### src/rtl/commit_trace_streamer.sv
// -----------------------------------------------------------------------------
// commit_trace_streamer
//
// Purpose:
//   Receives the write-back trace interface and stores each accepted retire
//   record in a small FIFO. Each record is sent to the trace sink as a
//   variable-length burst of 64-bit beats on a valid/ready port:
//     HDR, [TS], PC, [RD], [MADDR, MDATA]
//   The block asks the core to stall when the FIFO is nearly full. It keeps a
//   saturating count of records that arrive while the FIFO is full.
//
// Optional build macro:
//   TRACE_TIMESTAMP_EN - adds a 64-bit free-running cycle counter. Its value at
//                        the push edge is sent as a TS beat between HDR and PC.
//                        It also sets header bit [15].
//
// Ports:
//   i_clk, i_arst           clock; asynchronous active-high reset
//   i_log_trace             record valid (one per retired instruction)
//   i_pc_log                retired PC
//   i_instruction_log       retired instruction
//   i_reg_we / i_rd_addr / i_rd_wdata          GPR write-back info
//   i_mem_we_log / i_mem_addr_log / i_mem_write_data_log   store info
//   i_ecall_instr           instruction is ECALL
//   o_stall_req             FIFO almost full (count >= FIFO_DEPTH-1)
//   o_tr_valid / i_tr_ready / o_tr_data / o_tr_last   beat stream to sink
//   o_drop_cnt              saturating count of dropped records
//   o_fifo_empty            FIFO holds no records
// -----------------------------------------------------------------------------
module commit_trace_streamer #(
  parameter int DATA_WIDTH  = 64,
  parameter int ADDR_WIDTH  = 64,
  parameter int INSTR_WIDTH = 32,
  parameter int REG_ADDR_W  = 5,
  parameter int FIFO_DEPTH  = 8
) (
  input  logic                   i_clk,
  input  logic                   i_arst,
  input  logic                   i_log_trace,
  input  logic [ADDR_WIDTH-1:0]  i_pc_log,
  input  logic [INSTR_WIDTH-1:0] i_instruction_log,
  input  logic                   i_reg_we,
  input  logic [REG_ADDR_W-1:0]  i_rd_addr,
  input  logic [DATA_WIDTH-1:0]  i_rd_wdata,
  input  logic                   i_mem_we_log,
  input  logic [ADDR_WIDTH-1:0]  i_mem_addr_log,
  input  logic [DATA_WIDTH-1:0]  i_mem_write_data_log,
  input  logic                   i_ecall_instr,
  output logic                   o_stall_req,
  output logic                   o_tr_valid,
  input  logic                   i_tr_ready,
  output logic [63:0]            o_tr_data,
  output logic                   o_tr_last,
  output logic [15:0]            o_drop_cnt,
  output logic                   o_fifo_empty
);

  localparam int PTR_W = $clog2(FIFO_DEPTH);
  localparam int CNT_W = PTR_W + 1;

  typedef struct packed {
    logic [ADDR_WIDTH-1:0]  pc;
    logic [INSTR_WIDTH-1:0] instr;
    logic                   reg_we;
    logic [REG_ADDR_W-1:0]  rd;
    logic [DATA_WIDTH-1:0]  rd_wdata;
    logic                   mem_we;
    logic [ADDR_WIDTH-1:0]  maddr;
    logic [DATA_WIDTH-1:0]  mdata;
    logic                   ecall;
    logic [7:0]             seq;
`ifdef TRACE_TIMESTAMP_EN
    logic [63:0]            ts;
`endif
  } rec_t;

  typedef enum logic [2:0] {
    ST_IDLE,
    ST_HDR,
    ST_PC,
    ST_RD,
    ST_MADDR,
`ifdef TRACE_TIMESTAMP_EN
    ST_MDATA,
    ST_TS
`else
    ST_MDATA
`endif
  } state_t;

  // Header beat: instr | rd | reg_we | mem_we | ecall | seq | ts flag | zero
  function automatic logic [63:0] f_header(input rec_t r);
    logic [63:0] h;
    h        = '0;
    h[63:32] = 32'(r.instr);
    h[31:27] = 5'(r.rd);
    h[26]    = r.reg_we;
    h[25]    = r.mem_we;
    h[24]    = r.ecall;
    h[23:16] = r.seq;
`ifdef TRACE_TIMESTAMP_EN
    h[15]    = 1'b1;
`endif
    return h;
  endfunction

  // The state after beat s of record r. ST_IDLE means s was the final beat.
  function automatic state_t f_next(input state_t s, input rec_t r);
    state_t n;
    case (s)
`ifdef TRACE_TIMESTAMP_EN
      ST_HDR:   n = ST_TS;
      ST_TS:    n = ST_PC;
`else
      ST_HDR:   n = ST_PC;
`endif
      ST_PC:    n = r.reg_we ? ST_RD : (r.mem_we ? ST_MADDR : ST_IDLE);
      ST_RD:    n = r.mem_we ? ST_MADDR : ST_IDLE;
      ST_MADDR: n = ST_MDATA;
      default:  n = ST_IDLE;
    endcase
    return n;
  endfunction

  function automatic logic [63:0] f_beat(input state_t s, input rec_t r);
    logic [63:0] b;
    case (s)
      ST_HDR:   b = f_header(r);
`ifdef TRACE_TIMESTAMP_EN
      ST_TS:    b = r.ts;
`endif
      ST_PC:    b = 64'(r.pc);
      ST_RD:    b = 64'(r.rd_wdata);
      ST_MADDR: b = 64'(r.maddr);
      ST_MDATA: b = 64'(r.mdata);
      default:  b = '0;
    endcase
    return b;
  endfunction

  // ---------------------------------------------------------------------------
  // Record FIFO
  // ---------------------------------------------------------------------------
  rec_t              r_mem [FIFO_DEPTH];
  logic [PTR_W-1:0]  r_wr_ptr;
  logic [PTR_W-1:0]  r_rd_ptr;
  logic [CNT_W-1:0]  r_count;
  logic [7:0]        r_seq;
  logic [15:0]       r_drop_cnt;
  logic              r_stall;
  logic              r_empty;

  logic              w_push;
  logic              w_pop;
  logic              w_drop;
  logic [CNT_W-1:0]  w_count_nxt;
  rec_t              w_rec_in;

`ifdef TRACE_TIMESTAMP_EN
  logic [63:0]       r_cycle;

  always_ff @(posedge i_clk or posedge i_arst) begin
    if (i_arst) begin
      r_cycle <= '0;
    end else begin
      r_cycle <= r_cycle + 64'd1;
    end
  end
`endif

  always_comb begin
    w_rec_in          = '0;
    w_rec_in.pc       = i_pc_log;
    w_rec_in.instr    = i_instruction_log;
    w_rec_in.reg_we   = i_reg_we;
    w_rec_in.rd       = i_rd_addr;
    w_rec_in.rd_wdata = i_rd_wdata;
    w_rec_in.mem_we   = i_mem_we_log;
    w_rec_in.maddr    = i_mem_addr_log;
    w_rec_in.mdata    = i_mem_write_data_log;
    w_rec_in.ecall    = i_ecall_instr;
    w_rec_in.seq      = r_seq;
`ifdef TRACE_TIMESTAMP_EN
    w_rec_in.ts       = r_cycle;
`endif
  end

  // A full FIFO drops the new record, even if a pop happens in the same cycle.
  assign w_push = i_log_trace && (r_count != CNT_W'(FIFO_DEPTH));
  assign w_drop = i_log_trace && (r_count == CNT_W'(FIFO_DEPTH));

  always_comb begin
    w_count_nxt = r_count;
    case ({w_push, w_pop})
      2'b10:   w_count_nxt = r_count + CNT_W'(1);
      2'b01:   w_count_nxt = r_count - CNT_W'(1);
      default: w_count_nxt = r_count;
    endcase
  end

  always_ff @(posedge i_clk) begin
    if (w_push) begin
      r_mem[r_wr_ptr] <= w_rec_in;
    end
  end

  always_ff @(posedge i_clk or posedge i_arst) begin
    if (i_arst) begin
      r_wr_ptr   <= '0;
      r_rd_ptr   <= '0;
      r_count    <= '0;
      r_seq      <= '0;
      r_drop_cnt <= '0;
      r_stall    <= 1'b0;
      r_empty    <= 1'b1;
    end else begin
      if (w_push) begin
        r_wr_ptr <= r_wr_ptr + PTR_W'(1);
        r_seq    <= r_seq + 8'd1;
      end
      if (w_pop) begin
        r_rd_ptr <= r_rd_ptr + PTR_W'(1);
      end
      if (w_drop && (r_drop_cnt != 16'hFFFF)) begin
        r_drop_cnt <= r_drop_cnt + 16'd1;
      end
      r_count <= w_count_nxt;
      r_stall <= (w_count_nxt >= CNT_W'(FIFO_DEPTH - 1));
      r_empty <= (w_count_nxt == '0);
    end
  end

  // ---------------------------------------------------------------------------
  // Beat serializer
  // ---------------------------------------------------------------------------
  state_t       r_state;
  state_t       w_state_nxt;
  state_t       w_adv;
  rec_t         r_hold;
  logic         r_tr_valid;
  logic [63:0]  r_tr_data;
  logic         r_tr_last;
  logic         w_vld_nxt;
  logic [63:0]  w_data_nxt;
  logic         w_last_nxt;

  always_comb begin
    w_state_nxt = r_state;
    w_vld_nxt   = r_tr_valid;
    w_data_nxt  = r_tr_data;
    w_last_nxt  = r_tr_last;
    w_pop       = 1'b0;
    w_adv       = f_next(r_state, r_hold);
    if (r_state == ST_IDLE) begin
      w_vld_nxt = 1'b0;
      if (r_count != '0) begin
        // The header is built straight from the FIFO head. This lets it appear
        // on the port in the same cycle the record moves to r_hold.
        w_pop       = 1'b1;
        w_state_nxt = ST_HDR;
        w_vld_nxt   = 1'b1;
        w_data_nxt  = f_header(r_mem[r_rd_ptr]);
        w_last_nxt  = 1'b0;
      end
    end else if (r_tr_valid && i_tr_ready) begin
      if (w_adv == ST_IDLE) begin
        // Return to IDLE for one cycle before the next pop.
        w_state_nxt = ST_IDLE;
        w_vld_nxt   = 1'b0;
        w_last_nxt  = 1'b0;
      end else begin
        w_state_nxt = w_adv;
        w_data_nxt  = f_beat(w_adv, r_hold);
        w_last_nxt  = (f_next(w_adv, r_hold) == ST_IDLE);
      end
    end
  end

  always_ff @(posedge i_clk or posedge i_arst) begin
    if (i_arst) begin
      r_state    <= ST_IDLE;
      r_tr_valid <= 1'b0;
      r_tr_data  <= '0;
      r_tr_last  <= 1'b0;
    end else begin
      r_state    <= w_state_nxt;
      r_tr_valid <= w_vld_nxt;
      r_tr_data  <= w_data_nxt;
      r_tr_last  <= w_last_nxt;
    end
  end

  always_ff @(posedge i_clk) begin
    if (w_pop) begin
      r_hold <= r_mem[r_rd_ptr];
    end
  end

  assign o_stall_req  = r_stall;
  assign o_fifo_empty = r_empty;
  assign o_drop_cnt   = r_drop_cnt;
  assign o_tr_valid   = r_tr_valid;
  assign o_tr_data    = r_tr_data;
  assign o_tr_last    = r_tr_last;

endmodule

### config.mk
export PLATFORM = sky130hd
export DESIGN_NAME = commit_trace_streamer
export DESIGN_NICKNAME = d
export VERILOG_FILES = /design/src/rtl/commit_trace_streamer.sv
export SDC_FILE = /design/constraint.sdc
export NUM_CORES = 2
export LEC_CHECK = 0
export CORE_MARGIN = 10
export CORE_UTILIZATION = 50
export CTS_CLUSTER_DIAMETER = 120
export DETAILED_ROUTE_END_ITERATION = 8
export DONT_BUFFER_PORTS = 1
export HOLD_SLACK_MARGIN = 0.12
export SLEW_MARGIN = 0
export SYNTH_ARGS = -nofsm -noshare
export SYNTH_HDL_FRONTEND = slang
export SYNTH_SLANG_ARGS = --single-unit
### constraint.sdc
create_clock -name i_clk -period 86.2 [get_ports i_clk]
set_input_delay 25.86 -clock i_clk [delete_from_list [all_inputs] [get_ports i_clk]]
set_output_delay 25.86 -clock i_clk [all_outputs]
set_load 0.01 [all_outputs]
==> impl_metrics.tcl <==
set metrics [dict create \
    n_fill_cell 15500 \
    power.internal_mw 2.93 \
    p_sw_mw 1.15 \
    path_cells "and2_1 > nand2_1 > nor2_4 > buf_4 > buf_4 > buf_4 > buf_4" \
    port_buffers 0 \
    clkTransAtPathRegs_ps 50 \
    synth_cells 4561 \
    hold_buffers 0 \
    hold_path_class "reg -> reg" \
    yosys_register_bits 2795 \
    peakVddDrop_v 0.0000259 \
    pwr-share-clk 0.297 \
    ant_nets 0 \
    cpMaxStageDelayCell "buf_4" \
    grt_usage 0.209 \
    grt_pass1_vias 48400 \
    yosysUniqueCellTypes 50 \
    critPathMaxFanout 62 \
    grt_start_max_net_pins 126 \
    slew_headroom 0.156 \
    routedWlPerCell_um 31.3 \
    worst_pin_slew_ps 1250 \
    seq_area_frac_synth 0.791 \
    fmax_ghz 0.0341 \
    synthesis.area_um2 105000 \
    drt_iter0_drc 3764 \
    seq_area_um2 83400 \
    cts_resized 0 \
    drv_slew 0 \
    post-place-ws_ps 55830 \
    p_total_mw 4.08 \
    synth_area_per_cell_um2 23.1 \
    critical_path.most_common_cell "buf_4" \
    final-hold-violation-count 0 \
    antenna_found_initial 11 \
    wirelength_um 243000 \
    final_common_cell "edfxtp_1" \
    rsz0062_at_grt "false" \
    grt_remaining_overflow 0 \
    synthArstFlopShare 0.0376 \
    setup_tns_ps 0 \
    dpl-instance-area_um2 109000 \
    power-per-cell-area_nw_per_um2 34.6 \
    synth_ff_type "edfxtp_1" \
    dr_total_vias 45900 \
    cts_buffers 300 \
    rows 168 \
    ios 384 \
    detail_route.vias_per_cell 5.93 \
    grt_pass1_wl_um 350000 \
    die_h_um 479 \
    fp.dieW_um 479 \
    multiInputGateArea_um2 20800 \
    gp_congestion 0.764 \
    hold_ws_ps 560 \
    period_minus_slack_ps 29370 \
    p_seq_frac 0.459 \
    endpoint_kind "flip-flop" \
    maxCapViolations 0 \
    worstHoldStart "o_tr_data[5]$_DFFE_PP0P_" \
    fin_nets 5020 \
    first_pass_iters 5 \
    setup_violations 0 \
    route.detailed.drc 0 \
    max_stage_delay_ps 860 \
    p_sw_frac 0.281 \
    core_um2 210000 \
    combPwrFrac 0.244 \
    cp_data_arrival_time_ps 29890 \
    r2r_start "r_count[1]$_DFF_PP0_" \
    worstSetupPathType "in -> reg" \
    dieArea_um2 230000 \
    layout-drive-gt1-share 0.298 \
    design_area_um2 118000 \
    cts.sinks 2795 \
    syn-num-nets 4867 \
    start_util 0.503 \
    status "finished, final reports clean" \
    synthToLayoutAreaGrowth_pct 11.9 \
    crit_start "i_log_trace" \
    final.period_utilization 0.341 \
    synth_enable_flop_cells 2690 \
    cts_buffer_depth 4 \
    root_buffer "clkbuf_16" \
    yosys_warnings 0 \
    dpl.hpwl_um 135000 \
    fin_worst_skew_ps 79.6 \
    p_leak_nw 37.3 \
    cts_tree "done" \
    critPathRequiredTime_ps 86720 \
    cts_setup_buffers 0 \
    clk_latency_ps 950 \
    startpoint_type "input pin" \
    worst_slack_ps 56830 \
    final_cell_mix "edfxtp_1 (2690), mux4_2 (608), mux2_2 (354), clkbuf_16 (309), a21oi_1 (118)" \
    htreeDepth 5 \
]
synthesized netlist by cell type (7+ instances only):
library cell | count | area [um2]
edfxtp_1 | 2690 | 80800
mux4_2 | 608 | 13700
dfrtp_1 | 104 | 2600
nor2_1 | 72 | 270
nand4_1 | 8 | 50.1
inv_1 | 58 | 218
nor2b_1 | 49 | 307
a21oi_1 | 119 | 596
a222oi_1 | 17 | 170
buf_6 | 7 | 78.8
nand3_1 | 11 | 55.1
buf_2 | 77 | 385
a21o_1 | 16 | 120
xnor2_1 | 17 | 149
nand2_1 | 42 | 158
a22oi_1 | 47 | 353
mux2_2 | 354 | 3990
o21ai_0 | 51 | 255
xor2_1 | 10 | 87.6
buf_1 | 77 | 289
clkbuf_1 | 61 | 229
final cells by class:
| class | count | area share |
|---|---|---|
| antenna | 2 | 0.0000424 |
| inverter | 60 | 0.00202 |
| sequential | 2795 | 0.707 |
| tap | 2805 | 0.0298 |
| multi-input combinational | 1478 | 0.176 |
| timing repair buffer | 79 | 0.00662 |
| clock inverter | 127 | 0.00873 |
| clock buffer | 392 | 0.0695 |
metal layers:
layer  up-vias  track usage  share of wire
met3       410       0.0663          0.081
met4         0       0.0725          0.037
li1      19400            -              -
met2      1321        0.346           0.50
met5         -            0              0
met1     24700        0.262           0.38
per-stage QoR:
step | utilization | cells
floorplan | - | 4561
global placement | 0.519 | 7217
detailed placement | 0.519 | 7217
CTS | 0.563 | 7736
global route | 0.563 | 7737
finish | 0.563 | 7738
cells by family (layout without fill, tap and decap cells):
kind of cell / Yosys count / after routing / synth area share
AOI/OAI and AO/OA: 264 / 264 / 0.0152
xor gates and xnor gates: 27 / 27 / 0.00224
adders and majority gates: 6 / 6 / 0.000712
buffers and inverters: 288 / 658 / 0.0125
DFF: 2795 / 2795 / 0.791
muxes: 963 / 963 / 0.168
other: 0 / 2 / 0
and+or+nand+nor: 218 / 218 / 0.0103
power by group through the flow:
stage	Sequential [mW]	Combinational [mW]	Clock [mW]
final	1.87	0.996	1.21
after global placement	1.90	1.02	0
after global routing	1.89	1.07	1.29
after detailed placement	1.91	1.03	0
after floorplan	1.98	0.736	0
after CTS	1.88	1.03	1.24
registers in the layout (all words and copies together) (netlist names):
register / count
o_drop_cnt: 16
o_fifo_empty: 1
o_stall_req: 1
o_tr_data: 64
o_tr_last: 1
o_tr_valid: 1
r_count: 4
r_hold: 258
r_mem: 2432
r_rd_ptr: 3
r_seq: 8
r_state: 3
r_wr_ptr: 3
path summary, 6_finish.rpt:
check                      depth (start not counted)  slack, ps                        end
min reg2reg                                        1        560   o_tr_data[5]$_DFFE_PP0P_
max                                                7      56830    r_mem[3][192]$_DFFE_PP_
max reg2reg                                        8      81020    r_mem[3][192]$_DFFE_PP_
min in group asynchronous                          1      24930  o_drop_cnt[8]$_DFFE_PP0P_
min                                                1        560   o_tr_data[5]$_DFFE_PP0P_
max in group asynchronous                          2      59900    r_rd_ptr[1]$_DFFE_PP0P_
worst max-delay path, delay by kind of cell:
kind | cells | cell delay (ps)
buffers and inverters | 4 | 3140
and+or+nand+nor | 3 | 690
No activity file was read; power rests on OpenSTA's default activity.
